File: src/rtl/serial_tx_arbiter_if.sv
// Requester/line bundle for the shared bit-serial sender.
// master = requester side, slave = arbiter side.
interface serial_tx_arbiter_if #(
    parameter int unsigned DATA_W = 8
) ();
    logic              req0;
    logic [DATA_W-1:0] data0;
    logic              gnt0;
    logic              req1;
    logic [DATA_W-1:0] data1;
    logic              gnt1;
    logic              tx_out;
    logic              busy;
    logic              active_src;

    modport master (
        output req0, data0, req1, data1,
        input  gnt0, gnt1, tx_out, busy, active_src
    );

    modport slave (
        input  req0, data0, req1, data1,
        output gnt0, gnt1, tx_out, busy, active_src
    );
endinterface

File: src/rtl/serial_tx_arbiter.sv
// Two-requester round-robin arbiter feeding one framed bit-serial transmitter
// (start, DATA_W bits LSB first, stop), DIVISOR clocks per bit.
module serial_tx_arbiter #(
    parameter int unsigned DIVISOR = 400,
    parameter int unsigned DATA_W  = 8
) (
    input logic          clock_in,
    input logic          reset,
    serial_tx_arbiter_if.slave bus
);
    localparam int unsigned CntW = $clog2(DIVISOR);
    localparam int unsigned IdxW = (DATA_W > 1) ? $clog2(DATA_W) : 1;
    localparam logic [CntW-1:0] CntLast = CntW'(DIVISOR - 1);
    localparam logic [IdxW-1:0] IdxLast = IdxW'(DATA_W - 1);

    typedef enum logic [1:0] {StIdle, StStart, StData, StStop} state_e;

    state_e            state_q, state_d;
    logic [CntW-1:0]   timer_q, timer_d;
    logic [IdxW-1:0]   idx_q, idx_d;
    logic [DATA_W-1:0] shift_q, shift_d;
    logic              prio_q, prio_d;   // 1: requester 1 wins a tie
    logic              src_q, src_d;
    logic              gnt0_q, gnt0_d;
    logic              gnt1_q, gnt1_d;
    logic              tx_q, tx_d;
    logic              busy_q, busy_d;
    logic              win;
    logic              period_end;

    assign period_end = (timer_q == CntLast);

    always_comb begin
        state_d = state_q;
        timer_d = timer_q;
        idx_d   = idx_q;
        shift_d = shift_q;
        prio_d  = prio_q;
        src_d   = src_q;
        gnt0_d  = 1'b0;
        gnt1_d  = 1'b0;
        tx_d    = 1'b1;
        win     = 1'b0;

        if (state_q != StIdle) begin
            timer_d = period_end ? '0 : timer_q + CntW'(1);
        end

        // tx follows the state of the cycle just ending, so the line lags by one clock
        unique case (state_q)
            StIdle: begin
                tx_d = 1'b1;
                if (bus.req0 || bus.req1) begin
                    win     = (bus.req0 && bus.req1) ? prio_q : bus.req1;
                    state_d = StStart;
                    timer_d = '0;
                    idx_d   = '0;
                    shift_d = win ? bus.data1 : bus.data0;
                    src_d   = win;
                    prio_d  = ~win;
                    gnt0_d  = ~win;
                    gnt1_d  = win;
                end
            end
            StStart: begin
                tx_d = 1'b0;
                if (period_end) begin
                    state_d = StData;
                end
            end
            StData: begin
                tx_d = shift_q[0];
                if (period_end) begin
                    shift_d = shift_q >> 1;
                    if (idx_q == IdxLast) begin
                        state_d = StStop;
                    end else begin
                        idx_d = idx_q + IdxW'(1);
                    end
                end
            end
            StStop: begin
                tx_d = 1'b1;
                if (period_end) begin
                    state_d = StIdle;
                end
            end
            default: begin
                state_d = StIdle;
            end
        endcase

        // Stays high one cycle past STOP so it covers the delayed stop bit on tx
        busy_d = (state_d != StIdle) || (state_q != StIdle);
    end

    always_ff @(posedge clock_in or posedge reset) begin
        if (reset) begin
            state_q <= StIdle;
            timer_q <= '0;
            idx_q   <= '0;
            shift_q <= '0;
            prio_q  <= 1'b0;
            src_q   <= 1'b0;
            gnt0_q  <= 1'b0;
            gnt1_q  <= 1'b0;
            tx_q    <= 1'b1;
            busy_q  <= 1'b0;
        end else begin
            state_q <= state_d;
            timer_q <= timer_d;
            idx_q   <= idx_d;
            shift_q <= shift_d;
            prio_q  <= prio_d;
            src_q   <= src_d;
            gnt0_q  <= gnt0_d;
            gnt1_q  <= gnt1_d;
            tx_q    <= tx_d;
            busy_q  <= busy_d;
        end
    end

    assign bus.gnt0       = gnt0_q;
    assign bus.gnt1       = gnt1_q;
    assign bus.tx_out     = tx_q;
    assign bus.busy       = busy_q;
    assign bus.active_src = src_q;
endmodule

File: src/flat_wrapper.sv
// flat-port wrapper written by rule: the top's interface ports become plain ports
module serial_tx_arbiter_flat 
#(
    parameter int unsigned DIVISOR = 400,
    parameter int unsigned DATA_W  = 8
)
  (clock_in, reset, bus_req0, bus_data0, bus_req1, bus_data1, bus_gnt0, bus_gnt1, bus_tx_out, bus_busy, bus_active_src);
  serial_tx_arbiter_if #(.DATA_W(DATA_W)) bus_i ();
  input logic clock_in;
  input logic reset;
  input wire logic [$bits(bus_i.req0)-1:0] bus_req0;
  input wire logic [$bits(bus_i.data0)-1:0] bus_data0;
  input wire logic [$bits(bus_i.req1)-1:0] bus_req1;
  input wire logic [$bits(bus_i.data1)-1:0] bus_data1;
  output wire logic [$bits(bus_i.gnt0)-1:0] bus_gnt0;
  output wire logic [$bits(bus_i.gnt1)-1:0] bus_gnt1;
  output wire logic [$bits(bus_i.tx_out)-1:0] bus_tx_out;
  output wire logic [$bits(bus_i.busy)-1:0] bus_busy;
  output wire logic [$bits(bus_i.active_src)-1:0] bus_active_src;
  assign bus_i.req0 = bus_req0;
  assign bus_i.data0 = bus_data0;
  assign bus_i.req1 = bus_req1;
  assign bus_i.data1 = bus_data1;
  assign bus_gnt0 = bus_i.gnt0;
  assign bus_gnt1 = bus_i.gnt1;
  assign bus_tx_out = bus_i.tx_out;
  assign bus_busy = bus_i.busy;
  assign bus_active_src = bus_i.active_src;
  serial_tx_arbiter #(.DIVISOR(DIVISOR), .DATA_W(DATA_W)) u_core (.clock_in(clock_in), .reset(reset), .bus(bus_i));
endmodule
File: config.mk
export PLATFORM = sky130hd
export DESIGN_NAME = serial_tx_arbiter_flat
export DESIGN_NICKNAME = d
export VERILOG_FILES = /design/src/rtl/serial_tx_arbiter_if.sv /design/src/rtl/serial_tx_arbiter.sv /design/src/flat_wrapper.sv
export SDC_FILE = /design/constraint.sdc
export NUM_CORES = 1
export LEC_CHECK = 0
export ABC_CLOCK_PERIOD_IN_PS = 5400
export BUFFER_PORTS_ARGS = -buffer_cell sky130_fd_sc_hd__buf_2
export CORE_MARGIN = 3
export CORE_UTILIZATION = 55
export CTS_BUF_LIST = sky130_fd_sc_hd__clkbuf_2 sky130_fd_sc_hd__clkbuf_4 sky130_fd_sc_hd__clkbuf_8
export CTS_CLUSTER_SIZE = 8
export DETAILED_ROUTE_END_ITERATION = 10
export PLACE_DENSITY = 0.82
export SYNTH_ARGS = -nofsm -noshare
export SYNTH_HDL_FRONTEND = slang
export SYNTH_SLANG_ARGS = --single-unit
File: constraint.sdc
create_clock -name clock_in -period 5.4 [get_ports clock_in]
set_clock_uncertainty 0.2 [all_clocks]
set_input_delay 0.54 -clock clock_in [delete_from_list [all_inputs] [get_ports clock_in]]
set_output_delay 0.54 -clock clock_in [all_outputs]
set_load 0.01 [all_outputs]
Word-level counts from Yosys, hierarchy flattened:

Cells that the tools add are included.

* flip-flop bits (word level): 28
* bits of input ports: 20
* output and inout bits: 5

* $add $sub $neg: 2
* equal/unequal tests: 8
* mux-type cells: 24
* bitwise gates (word level): 1
* reduce and logical (&&, ||, !) cells: 11

Operators by type and width (number)
* 9-bit 2-to-1 mux: 4
* 8-bit 2-to-1 mux: 3
* 8-bit one-hot mux with 2 select lines: 1
* 2-bit 2-to-1 mux: 5
* 9-bit by 1-bit adder with 9-bit output (second input constant): 1
* 9-bit == test (second input constant): 1
* 3-bit 2-to-1 mux: 3
* 2-bit one-hot mux with 4 select lines: 1
* 3-bit one-hot mux with 2 select lines: 1
* 2-bit nonzero test: 3
* 1-bit 2-to-1 mux: 5
* 2-bit == test (second input constant): 2
* 2-bit by 1-bit inequality test with 1-bit output (second input constant): 2
* 4-bit AND reduction: 1
* 3-bit by 1-bit adder with 3-bit output (second input constant): 1
* 3-bit == test (second input constant): 1
* 1-bit one-hot mux with 3 select lines: 1
* 3-bit AND reduction: 1
* 2-bit by 1-bit == test with 1-bit output (second input constant): 1
* 2-bit zero test: 1
* 1-bit logical OR: 2
* 2-bit inequality test (second input constant): 1
* 2-bit AND reduction: 1
* 2-bit OR reduction: 1
* other kinds (2): 2

Longest topological paths before layout:

* word-level depth: 6
* gate-level depth with buffers: 9
* gate-level depth less buffers: 6

Worst setup path before layout:

OpenSTA, ideal clock, no wires.

* path kind: reg-to-reg
* from: register u_core.state_q[0]
* to: register u_core.idx_q[2]
* setup time: 124 ps
* arrival time: 1768 ps
* data required time: 5076 ps
* setup slack: 3308 ps
* stages on the path, launching flop included: 10
* path buffers: 3
* clock period less this slack: 2092 ps
* cells stage by stage: dfrtp_1 -> inv_1 -> ha_1 -> buf_6 -> or3b_1 -> buf_6 -> nand4_4 -> and2_4 -> buf_6 -> a211o_1

* cells in the longest elaborated chain, start to end: 3
* elaborated cells on any way between the ends: 8
* classes of those cells: eq/ne: 4; mux: 1; reduce/logical: 3

Ends and longest elaborated chain
* from (decl): line serial_tx_arbiter.sv:18 `state_e state_q, state_d;`
* from (signal assigned): line serial_tx_arbiter.sv:99 `state_q <= StIdle;`
* from (signal assigned): line serial_tx_arbiter.sv:110 `state_q <= state_d;`
* 2-bit == test or 2-bit zero test (tied branches): line serial_tx_arbiter.sv:50 `unique case (state_q)`
* 2-bit inequality test (no line), or another cell as far along
* 4-bit AND reduction (no line)
* to (signal assigned): line serial_tx_arbiter.sv:112 `idx_q <= idx_d;`
* to (decl): line serial_tx_arbiter.sv:20 `logic [IdxW-1:0] idx_q, idx_d;`

Parallel ways exist; a longest one is shown, timed or not.
A chain may end at the register's enable or synchronous reset.

Worst setup path in the final report:

* from: register u_core.state_q[1]
* to: register u_core.shift_q[3]

* cells in the longest elaborated chain, start to end: 3
* elaborated cells on any way between the ends: 7
* classes of those cells: eq/ne: 3; mux: 1; reduce/logical: 3

Ends and longest elaborated chain
* 2-bit == test or 2-bit zero test (tied branches): line serial_tx_arbiter.sv:50
* 2-bit by 1-bit inequality test with 1-bit output (no line) or 2-bit nonzero test (tied branches)
* 3-bit AND reduction (no line)
* to (signal assigned): line serial_tx_arbiter.sv:113 `shift_q <= shift_d;`
* to (decl): line serial_tx_arbiter.sv:21 `logic [DATA_W-1:0] shift_q, shift_d;`

Parallel ways exist; a longest one is shown, timed or not.

==> run metrics <==
status=complete, no violations; DR DRC count=0; worst slew pin tran=1.04 ns; Routability Congestion=0.826; syn nets=197; slew margin rel.=30.8%; layout cell share with drive strength beyond 1=18.5%; WP data required=5.41 ns; internal power=0.258 mW; synthesized instance count=170; largest net degree at the start of global routing=29; GRT Util Overall=20.1%; drt first-iter violations=65; final WL=3.50 mm; Setup crit start kind=register; initial antenna violation count=0; Layout Nets=217; Seq pwr share=64.1%; Max Root-Sink Buffers=2; CTS buffer count=3; ant diodes=0; Seq cells post-synth=28; fin crit period=2.64 ns; FMAX=378 MHz; Vias=1398; Synth area leaders=dfrtp_1 41%, o21ai_0 5.5%, ha_1 5.3%, nor4bb_1 4.3%, a311oi_1 3.7%; VDD IR max=0.000120 V; R2R Setup Slk=2.76 ns; Switch Pwr=0.0692 mW; number of post-CTS setup repair buffers=0; Vias/cell=6.35; combinational power share=5.0%; Syn. warnings=0; vias in the first global route=1286; IO Port Bufs=24; clk slew on worst S/H paths=0.15 ns; detailed-route wire length per cell=15.9 um; Mapped Avg Cell Area=9.66 sq um; worst reg2reg startpoint=u_core.state_q[1]$_DFF_PP0_; P_leak=0.816 nW; fin crit share=48.9%; worst r2r dst=u_core.shift_q[3]$_DFFE_PP0P_; Area after DPL=1740 sq um; max-capacitance violation count=0; Crit path arrival time=2.65 ns; initial core utilization=58.5%; Synth cell types=42; gr ovfl total=0; CTS tree=built; Sw Share=21.1%; DIE AREA=3680 sq um; RSZ-0062 raised after global routing=no; Hold Violations, Final=0; HP Class=input pin to asynchronous set/reset pin; post-CTS sizing=0; Crit Path Category=register to register; H-tree depth=1; I/O pin total=25; hold_ws=0.232 ns; PwrDens=184 nW/um^2; first-pass GRT wire length=5.55 mm; Die Height=60.6 um; Post-DP HPWL=2.61 mm; setup TNS=0 ns; synthesized area=1640 sq um; Initial DRT Pass Iterations=4; Synth area leader=dfrtp_1; CTS Hold Bufs=0; CTS root buffer=clkbuf_4; Final Slew Violations=0; Final Cell Area=1780 sq um; worst-case reg-to-reg path depth=6; final count of negative-setup-slack endpoints=0; Core ar.=2810 sq um; Clock power frac=30.9%; Seq/Total Area, Yosys=42.8%; Std-Cell Rows=19; ANT nets after route=0; Die X-Extent=60.6 um; P&R area growth vs syn=8.38%; crit-path max FO=19; clock insertion delay at the later pin of the skew report=0.33 ns; CTS sink count=28; crit end category=register; Synth top area share=41.2%
-- cell type report --
cell class | count | area (sq um)
inverters | 7 | 26.3
repair buffers | 24 | 120
multi-input cells | 126 | 856
flip-flops and latches | 28 | 702
fillers | 242 | 1030
well taps | 31 | 38.8
clock buffers | 4 | 36.3
-- cell families (layout without fill, tap and decap cells) --
| logic type | count (synthesis) | count (layout) | share of synthesized area, % |
|---|---|---|---|
| compound gates | 47 | 47 | 17.8 |
| flops | 28 | 28 | 42.8 |
| xor+xnor | 1 | 1 | 0.534 |
| mux | 2 | 2 | 1.22 |
| fa+ha+maj | 7 | 7 | 5.34 |
| simple gates | 69 | 69 | 27.2 |
| buf+inv | 16 | 35 | 5.11 |
-- cells in the mapped netlist, drive strengths merged --
master   number
dfrtp        27
a21oi        10
ha            7
clkbuf        5
or3           1
and4b         1
buf           4
mux2i         2
o2bb2ai       1
o31ai         2
o21ai        18
a31oi         3
a32oi         1
nand4b        1
nand2        12
nand3        13
and4bb        1
and3          3
and2b         1
or3b          1
nor4          2
nand2b        2
and2          9
nor3b         2
a211o         1
o22ai         1
o21a          1
nand4         3
inv           7
a311oi        7
a41oi         1
dfstp         1
a22o          1
xor2          1
nor4bb        7
nor2          9
or2           1
-- power groups by stage --
stage          combinational, mW  sequential (mW)  clock, mW
2_1_floorplan            0.00783            0.214          0
3_5_place_dp              0.0167            0.214          0
5_1_grt                   0.0181            0.210      0.109
4_1_cts                   0.0167            0.210      0.103
3_3_place_gp              0.0161            0.214          0
6_report                  0.0165            0.210      0.101
-- through the flow --
| step | total power [mW] | setup WS [ns] | instances | utilization, % |
|---|---|---|---|---|
| floorplan | 0.221 | 3.31 | 170 | - |
| global placement | 0.230 | 2.95 | 216 | 62.1 |
| detailed placement | 0.230 | 2.81 | 216 | 62.1 |
| CTS | 0.330 | 2.78 | 220 | 63.4 |
| global route | 0.337 | 2.64 | 220 | 63.4 |
| finish | 0.327 | 2.76 | 220 | 63.4 |
-- cells in the final DEF, fill, tap and decap left out, types with 2 or more instances in the layout --
cell,synthesis,final
nand3_1,12,12
and2_1,8,8
inv_1,7,7
o31ai_1,2,2
nor4bb_1,7,7
a311oi_1,7,7
buf_2,1,24
a31oi_1,3,3
a21oi_1,10,10
o21ai_0,18,18
nand4_1,2,2
clkbuf_4,0,3
nor2_1,9,9
nor4_1,2,2
ha_1,7,7
dfrtp_1,27,27
nand2_1,12,12
mux2i_1,2,2
and3_1,3,3
nand2b_1,2,2
-- worst max-delay path, stage by stage (launching register included) --
cell and delay, ns:
dfrtp_1 0.45, inv_1 0.14, ha_1 0.61, or3b_1 0.57, nand4_4 0.22, and2_4 0.21
o21ai_0 0.12
-- flip-flops by register name, indices dropped and copies added (netlist names) --
| signal | flops |
|---|---|
| u_core.timer_q | 9 |
| u_core.shift_q | 8 |
| u_core.idx_q | 3 |
| u_core.state_q | 2 |
| u_core.bus.active_src | 1 |
| u_core.bus.busy | 1 |
| u_core.bus.gnt0 | 1 |
| u_core.bus.gnt1 | 1 |
| u_core.bus.tx_out | 1 |
| u_core.prio_q | 1 |
-- how the worst max path moves through the flow --
stage | from | end | slack (ns) | cells after the start
after floorplan | u_core.state_q[0]$_DFF_PP0_ | u_core.idx_q[2]$_DFFE_PP0P_ | 3.31 | 9
after global placement | u_core.state_q[1]$_DFF_PP0_ | u_core.shift_q[7]$_DFFE_PP0P_ | 2.95 | 6
after detailed placement | u_core.state_q[1]$_DFF_PP0_ | u_core.shift_q[3]$_DFFE_PP0P_ | 2.81 | 6
after CTS | u_core.state_q[1]$_DFF_PP0_ | u_core.shift_q[3]$_DFFE_PP0P_ | 2.78 | 6
after global routing | u_core.state_q[1]$_DFF_PP0_ | u_core.shift_q[3]$_DFFE_PP0P_ | 2.64 | 6
final | u_core.state_q[1]$_DFF_PP0_ | u_core.shift_q[3]$_DFFE_PP0P_ | 2.76 | 6
-- per-layer routing --
layer / up-vias / global-route usage (%) / wire [um]
met2: 31 / 34.8 / 1730
li1: 672 / - / -
met4: 0 / 8.67 / 72
met3: 6 / 2.77 / 120
met5: - / 0 / 0
met1: 689 / 25.0 / 1570
Note: power is estimated with default switching activity, not from simulation.
